--- src/rtl/rv32i_pkg.sv ---
// RV32I decode constants, instruction-format enum and opcode-to-format lookup.
// Latency: n/a (types, constants and a pure function only).
// Backpressure: n/a.
package rv32i_pkg;

    typedef enum logic [2:0] {
        FMT_NONE,
        FMT_R,
        FMT_I,
        FMT_S,
        FMT_B,
        FMT_U,
        FMT_J
    } instr_format_t;

    // Major opcodes
    localparam logic [6:0] OPC_OP     = 7'b0110011;
    localparam logic [6:0] OPC_OP_IMM = 7'b0010011;
    localparam logic [6:0] OPC_LOAD   = 7'b0000011;
    localparam logic [6:0] OPC_JALR   = 7'b1100111;
    localparam logic [6:0] OPC_STORE  = 7'b0100011;
    localparam logic [6:0] OPC_BRANCH = 7'b1100011;
    localparam logic [6:0] OPC_LUI    = 7'b0110111;
    localparam logic [6:0] OPC_AUIPC  = 7'b0010111;
    localparam logic [6:0] OPC_JAL    = 7'b1101111;

    // funct3 values that need special checking
    localparam logic [2:0] F3_ADD_SUB = 3'b000;
    localparam logic [2:0] F3_SLL     = 3'b001;
    localparam logic [2:0] F3_SRL_SRA = 3'b101;
    localparam logic [2:0] F3_JALR    = 3'b000;
    localparam logic [2:0] F3_SW      = 3'b010;

    // funct7 values
    localparam logic [6:0] F7_ZERO = 7'b0000000;
    localparam logic [6:0] F7_ALT  = 7'b0100000;

    function automatic instr_format_t opcode_format(input logic [6:0] opcode);
        instr_format_t fmt;
        case (opcode)
            OPC_OP:                        fmt = FMT_R;
            OPC_OP_IMM, OPC_LOAD, OPC_JALR: fmt = FMT_I;
            OPC_STORE:                     fmt = FMT_S;
            OPC_BRANCH:                    fmt = FMT_B;
            OPC_LUI, OPC_AUIPC:            fmt = FMT_U;
            OPC_JAL:                       fmt = FMT_J;
            default:                       fmt = FMT_NONE;
        endcase
        return fmt;
    endfunction

endpackage

--- src/rtl/immediate_generator.sv ---
// Extracts the sign-extended RV32I immediate for a given instruction format.
// Latency: purely combinational.
// Backpressure: none (no state).
// Ports: instr[31:7] instruction bits above the opcode, format decoded format,
//        imm 32-bit immediate (zero for R/NONE).
module immediate_generator
    import rv32i_pkg::*;
(
    input  logic [31:7]   instr,  // opcode bits not needed: format is already decoded
    input  instr_format_t format,
    output logic [31:0]   imm
);

    always_comb begin
        imm = 32'd0;
        case (format)
            FMT_I: imm = {{20{instr[31]}}, instr[31:20]};
            FMT_S: imm = {{20{instr[31]}}, instr[31:25], instr[11:7]};
            FMT_B: imm = {{19{instr[31]}}, instr[31], instr[7], instr[30:25], instr[11:8], 1'b0};
            FMT_U: imm = {instr[31:12], 12'd0};
            FMT_J: imm = {{11{instr[31]}}, instr[31], instr[19:12], instr[20], instr[30:21], 1'b0};
            default: imm = 32'd0;
        endcase
    end

endmodule

--- src/rtl/instruction_decode_stage.sv ---
// RV32I decode stage: one pipeline register holding decoded fields of the accepted instruction.
// Latency: 1 cycle from accept to out_valid; rd_addr0/1 are combinational for 1-cycle regfile reads.
// Backpressure: valid/ready; in_ready = (!out_valid || out_ready) && !flush, outputs held while stalled.
// Ports: clk, rst (async active-low); in_valid/in_ready/in_instr/in_pc upstream; flush;
//        rd_addr0/rd_addr1 regfile read indices; out_valid/out_ready and decoded out_* downstream.
module instruction_decode_stage
    import rv32i_pkg::*;
#(
    parameter bit CHECK_FUNCT = 1'b1
) (
    input  logic          clk,
    input  logic          rst,
    input  logic          in_valid,
    output logic          in_ready,
    input  logic [31:0]   in_instr,
    input  logic [31:0]   in_pc,
    input  logic          flush,
    output logic [4:0]    rd_addr0,
    output logic [4:0]    rd_addr1,
    output logic          out_valid,
    input  logic          out_ready,
    output logic [31:0]   out_pc,
    output logic [4:0]    out_rd,
    output logic [31:0]   out_imm,
    output instr_format_t out_format,
    output logic [6:0]    out_opcode,
    output logic [2:0]    out_funct3,
    output logic          out_funct7_5,
    output logic          out_reg_write,
    output logic          out_illegal
);

    logic          r_valid;
    logic [31:0]   r_pc;
    logic [4:0]    r_rd;
    logic [31:0]   r_imm;
    instr_format_t r_format;
    logic [6:0]    r_opcode;
    logic [2:0]    r_funct3;
    logic          r_funct7_5;
    logic          r_reg_write;
    logic          r_illegal;
    logic [4:0]    r_rs1;
    logic [4:0]    r_rs2;

    logic [6:0]    w_opcode;
    logic [2:0]    w_funct3;
    logic [6:0]    w_funct7;
    logic [4:0]    w_rd;
    instr_format_t w_fmt;
    logic          w_funct_bad;
    logic          w_illegal;
    logic          w_reg_write;
    logic [31:0]   w_imm;
    logic          w_accept;
    logic [4:0]    w_sel_rs1;
    logic [4:0]    w_sel_rs2;
    instr_format_t w_sel_fmt;

    assign w_opcode = in_instr[6:0];
    assign w_funct3 = in_instr[14:12];
    assign w_funct7 = in_instr[31:25];
    assign w_rd     = in_instr[11:7];
    assign w_fmt    = opcode_format(w_opcode);

    // Reserved funct encodings within otherwise valid opcodes
    always_comb begin
        w_funct_bad = 1'b0;
        case (w_opcode)
            OPC_OP: w_funct_bad = !(w_funct7 == F7_ZERO || w_funct7 == F7_ALT) ||
                                  (w_funct7 == F7_ALT && !(w_funct3 == F3_ADD_SUB || w_funct3 == F3_SRL_SRA));
            OPC_OP_IMM: begin
                // Only the shift-immediates use the funct7 field
                if (w_funct3 == F3_SLL)
                    w_funct_bad = (w_funct7 != F7_ZERO);
                else if (w_funct3 == F3_SRL_SRA)
                    w_funct_bad = !(w_funct7 == F7_ZERO || w_funct7 == F7_ALT);
            end
            OPC_BRANCH: w_funct_bad = (w_funct3 == 3'b010) || (w_funct3 == 3'b011);
            OPC_LOAD:   w_funct_bad = (w_funct3 == 3'b011) || (w_funct3[2:1] == 2'b11);
            OPC_STORE:  w_funct_bad = (w_funct3 > F3_SW);
            OPC_JALR:   w_funct_bad = (w_funct3 != F3_JALR);
            default:    w_funct_bad = 1'b0;
        endcase
    end

    assign w_illegal   = (w_fmt == FMT_NONE) || (CHECK_FUNCT && w_funct_bad);
    assign w_reg_write = (w_fmt == FMT_R || w_fmt == FMT_I || w_fmt == FMT_U || w_fmt == FMT_J) &&
                         (w_rd != 5'd0) && !w_illegal;

    immediate_generator u_immgen (
        .instr  (in_instr[31:7]),
        .format (w_fmt),
        .imm    (w_imm)
    );

    assign in_ready = (!r_valid || out_ready) && !flush;
    assign w_accept = in_valid && in_ready;

    // Read indices follow the instruction that will be in the register next cycle,
    // so register-file data lines up with out_valid.
    assign w_sel_rs1 = w_accept ? in_instr[19:15] : r_rs1;
    assign w_sel_rs2 = w_accept ? in_instr[24:20] : r_rs2;
    assign w_sel_fmt = w_accept ? w_fmt : r_format;

    assign rd_addr0 = (!rst || w_sel_fmt == FMT_U || w_sel_fmt == FMT_J) ? 5'd0 : w_sel_rs1;
    assign rd_addr1 = (rst && (w_sel_fmt == FMT_R || w_sel_fmt == FMT_S || w_sel_fmt == FMT_B))
                      ? w_sel_rs2 : 5'd0;

    always_ff @(posedge clk or negedge rst) begin
        if (!rst) begin
            r_valid     <= 1'b0;
            r_pc        <= 32'd0;
            r_rd        <= 5'd0;
            r_imm       <= 32'd0;
            r_format    <= FMT_NONE;
            r_opcode    <= 7'd0;
            r_funct3    <= 3'd0;
            r_funct7_5  <= 1'b0;
            r_reg_write <= 1'b0;
            r_illegal   <= 1'b0;
            r_rs1       <= 5'd0;
            r_rs2       <= 5'd0;
        end else if (flush) begin
            r_valid <= 1'b0;
        end else if (w_accept) begin
            r_valid     <= 1'b1;
            r_pc        <= in_pc;
            r_rd        <= w_reg_write ? w_rd : 5'd0;
            r_imm       <= w_imm;
            r_format    <= w_fmt;
            r_opcode    <= w_opcode;
            r_funct3    <= w_funct3;
            r_funct7_5  <= in_instr[30];
            r_reg_write <= w_reg_write;
            r_illegal   <= w_illegal;
            r_rs1       <= in_instr[19:15];
            r_rs2       <= in_instr[24:20];
        end else if (out_ready) begin
            r_valid <= 1'b0;
        end
    end

    assign out_valid     = r_valid;
    assign out_pc        = r_pc;
    assign out_rd        = r_rd;
    assign out_imm       = r_imm;
    assign out_format    = r_format;
    assign out_opcode    = r_opcode;
    assign out_funct3    = r_funct3;
    assign out_funct7_5  = r_funct7_5;
    assign out_reg_write = r_reg_write;
    assign out_illegal   = r_illegal;

endmodule

--- config.mk ---
export PLATFORM = sky130hd
export DESIGN_NAME = instruction_decode_stage
export DESIGN_NICKNAME = d
export VERILOG_FILES = /design/src/rtl/rv32i_pkg.sv /design/src/rtl/immediate_generator.sv /design/src/rtl/instruction_decode_stage.sv
export SDC_FILE = /design/constraint.sdc
export NUM_CORES = 1
export LEC_CHECK = 0
export ABC_AREA = 0
export ABC_CLOCK_PERIOD_IN_PS = 4400
export CAP_MARGIN = 20
export CORE_ASPECT_RATIO = 1.75
export CORE_MARGIN = 1
export CORE_UTILIZATION = 45
export CTS_BUF_LIST = sky130_fd_sc_hd__clkbuf_4 sky130_fd_sc_hd__clkbuf_8 sky130_fd_sc_hd__clkbuf_16
export DETAILED_ROUTE_END_ITERATION = 7
export GPL_TIMING_DRIVEN = 0
export HOLD_SLACK_MARGIN = 0.08
export PLACE_DENSITY = 0.81
export SLEW_MARGIN = 20
export SYNTH_ARGS = -nofsm -noshare
export SYNTH_HDL_FRONTEND = slang
export SYNTH_SLANG_ARGS = --single-unit
--- constraint.sdc ---
create_clock -name clk -period 4.4 [get_ports clk]
set_input_delay 1.32 -clock clk [delete_from_list [all_inputs] [get_ports clk]]
set_output_delay 1.32 -clock clk [all_outputs]
set_load 0.005 [all_outputs]
==> impl_summary.txt <==
----------------------------------------------------
[Outcome]
  Status ... finished, final reports clean

[Power and ir drop]
  Leakage ... approximately 3.0 nW
  Pwr dens ... 330 nW/um^2
  Total Power ... 2.23 mW
  Peak ir drop on the vdd network ... between 0.0002 and 0.00025 V

[Floorplanning]
  Area of the core ... 9530 sq um
  Die outline area ... between 10,000 and 15,000 sq um
  Effective utilization at floorplan ... 46.6%
  Die Y ... 133 um
  Die width ... about 77 um
  Number of core rows ... 47
  I/O pin cnt ... 166

[Yosys]
  Average cell area after synthesis ... ~9.7 sq um
  Number of distinct library cells after synthesis ... 60
  Number of warnings reported in the yosys synthesis log ... 0
  Net count after synthesis ... 529
  Post-synthesis cell area ... ~4400 sq um
  Synth Flop Type ... dfrtp_1
  Flops & latches, synth ... 96
  Number of enable-type register cells in the synthesized netlist ... 0
  Fraction of the yosys area taken by sequential cells ... 54.1%
  Fraction of synthesis flops using an asynchronous set or reset pin ... 100%
  Synthesized instance count ... 456

[Setup path]
  WP data arrival ... 3.05 ns
  Gate family responsible for the most delay along the worst path ... buffers and inverters
  Crit path buffers/inverters ... 4
  Critical path class ... in -> out
  Crit path largest cell delay ... between 0.3 and 0.4 ns
  Startpoint type of the worst setup path ... primary input
  CP max stage cell ... a221oi_2
  CP Capture Type ... primary output
  Required arrival time at the worst endpoint ... 3.08 ns
  Ordered cell list for the critical path ... dlygate4sd2_1 -> nor2b_4 -> or2_0 -> buf_6 -> o31ai_4 -> buf_4 -> or2_4 -> a221oi_2 -> buf_2
  Maximum fanout along the worst path ... 7

[Drt]
  DR vias ... 4,211
  Number of violations reported at the end of detailed-routing iteration 0 ... 174
  Routed WL per cell ... around 18 um
  Post-Route WL ... 13.5 mm
  Detailed-route DRC error count ... 0
  Remaining number of nets flagged by the antenna check after routing ... 0
  Average via count per standard cell ... 5.45
  Number of iterations in the first detailed-routing pass ... 4

[STA]
  Final period util ... 99.2%
  Max-Slew Margin vs Limit ... 60.5%
  Total count of hold-check failures in the final report ... 0
  Summed negative setup slack over all endpoints ... 0 ns
  Achievable frequency ... about 230 MHz
  Final critical-path setup slack ... 0.0336 ns
  Final min period ... 4.37 ns
  Skew final ... 0.00777 ns
  Final setup violation count ... 0
  Transition time at the pin with the least slew margin ... 0.592 ns
  Max-slew violation count ... 0

[Cells and area]
  Fill count ... 729
  Fin area ... 6760 sq um
  Final #Nets ... 719
  Number of diodes added for antenna fixing ... 0
  Post-synthesis to final-layout area growth ... 52.0%
  Seq. cell area ... 2400 sq um
  Area of the multi-input gates ... ~2000 sq um
  Layout cells sized above 1 ... 14.8%

[Placement]
  Final Wtd Congestion ... 0.804
  Half-perimeter wire length of the detailed placement result ... 9.61 mm
  Total cell area at the placement stage ... 6230 sq um
  Post-placement setup slack ... -0.877 ns
  Number of I/O port buffers ... 160

[CTS]
  Clock transition at the register clock pins on the worst setup and hold paths after CTS ... 0.06 ns
  Later-pin clock latency in the skew report ... 0.34 ns
  CTS Buf Count ... 9
  TritonCTS clock tree ... built
  Buffers from clock root to sink, at most ... 2
  Clock Sink Count ... between 90 and 100
  H-tree levels ... 3
  Clock tree root driver cell ... clkbuf_16

[Global routing]
  Wire length of the first global-routing pass ... 21.0 mm
  Number of global-route vias before repair ... 4,340
  Number of antenna violations at the first check in global routing ... 0
  GR Util All Layers ... about a quarter
  GR Overflow Total ... 0
  Pin count of the biggest net entering global routing ... 54

[Flow run]
  Max-cap viol count ... 0

[Hold path]
  Min-Delay Path Class ... reg -> reg

----------------------------------------------------
==> placed cells by master (no fill, tap or decap), drive strengths merged, types with 3 or more instances in the layout <==
cell / n
mux2: 9
o21ai: 20
mux2i: 5
clkdlybuf4s50: 142
nor3b: 4
a21oi: 25
dfrtp: 96
nand2b: 3
or4: 3
dlygate4sd2: 3
nor3: 3
ha: 4
inv: 7
nand3b: 6
nor4: 4
a221o: 11
clkdlybuf4s15: 8
clkbuf: 24
nand2: 165
a22o: 6
nor2: 16
or2: 3
o22ai: 5
buf: 43
nand3: 4
xor2: 3
==> kinds of logic (layout without fill, tap and decap cells) <==
group / Yosys count / after routing / synth area share, %
compound gates: 81 / 81 / 13.2
xor+xnor: 3 / 3 / 0.591
fa+ha+maj: 4 / 4 / 1.13
buf+inv: 36 / 230 / 3.89
flops: 96 / 96 / 54.1
mux: 14 / 14 / 3.58
simple gates: 222 / 222 / 23.5
==> stage by stage <==
| stage | util (%) | instances | hold slack [ns] |
|---|---|---|---|
| after floorplan | - | 456 | 0.457 |
| after global placement | 65.1 | 738 | 0.458 |
| after detailed placement | 65.4 | 739 | 0.462 |
| after CTS | 70.2 | 765 | 0.478 |
| after global routing | 70.9 | 772 | 0.491 |
| final | 70.9 | 772 | 0.477 |
==> registers in the layout (all words and copies together), names as in the netlist, 3 cells and up <==
signal      count
out_imm        32
out_pc         32
out_opcode      7
out_rd          5
r_rs1           5
r_rs2           5
out_format      3
out_funct3      3
==> synthesized netlist by cell type (3+ instances only) <==
master    number  area (sq um)
a21oi_1       24           120
a221o_1       11           110
a22o_1         6          52.6
buf_1          6          22.5
buf_2          6          30.0
buf_4          4          30.0
clkbuf_1      11          41.3
dfrtp_1       96          2400
ha_1           4          50.1
inv_1          7          26.3
mux2_2         9           101
mux2i_1        3          30.0
nand2_1      165           619
nand2b_1       3          18.8
nand3_1        3          15.0
nand3b_1       5          37.5
nor2_1        15          56.3
nor3_1         3          15.0
o21ai_0        3          15.0
o21ai_1       16          80.1
o22ai_1        5          31.3
or4_1          3          22.5
xor2_1         3          26.3
==> what timing repair did <==
| item | in CTS | in global routing |
|---|---|---|
| resized for setup | 62 | 17 |
| hold buffers | 0 | 0 |
| endpoints found under the setup margin | 10 | 10 |
| pin swaps | 6 | 8 |
| buffers inserted | 11 | 7 |
==> path summary, 6_finish.rpt <==
check	slack (ns)	start	depth (start not counted)	endpoint
worst max-delay path	0.03	out_ready	9	rd_addr1[3]
worst min-delay path	0.48	out_imm[0]$_DFFE_PN0P_	2	out_imm[0]$_DFFE_PN0P_
worst max register to register	2.21	out_valid$_DFFE_PN0P_	7	out_imm[31]$_DFFE_PN0P_
worst min register to register	0.48	out_imm[0]$_DFFE_PN0P_	2	out_imm[0]$_DFFE_PN0P_
max in group asynchronous	2.90	rst	2	out_pc[21]$_DFFE_PN0P_
min in group asynchronous	0.89	rst	1	r_rs1[0]$_DFFE_PN0N_
==> routing by layer <==
layer	wire length (um)	global-route usage (%)	vias up
met5	0	0	-
met4	549	16.0	0
met3	669	4.93	41
met2	7360	48.3	189
met1	4940	27.9	2057
li1	-	-	1924
==> where the power goes <==
group / internal (mW) / total [mW] / leakage, nW / switching [mW]
clock network: 0.415 / 0.728 / 0.138 / 0.313
registers: 0.973 / 1.02 / 1.23 / 0.0469
logic: 0.270 / 0.482 / 1.64 / 0.211
==> tightest hold or removal path, delay by kind of cell (launching register included) <==
family,cells,cell delay (ns)
AOI/OAI and AO/OA,1,0.05
DFF,1,0.34
and+or+nand+nor,1,0.05
==> area by class of cell <==
cell class	count	area share (%)
clock inverter	3	0.259
multi-input combinational	324	29.2
tap	122	2.26
buffer	29	2.63
sequential	96	35.6
inverter	7	0.389
timing repair buffer	179	25.9
clock buffer	12	3.85
No activity file was read; power rests on OpenSTA's default activity.
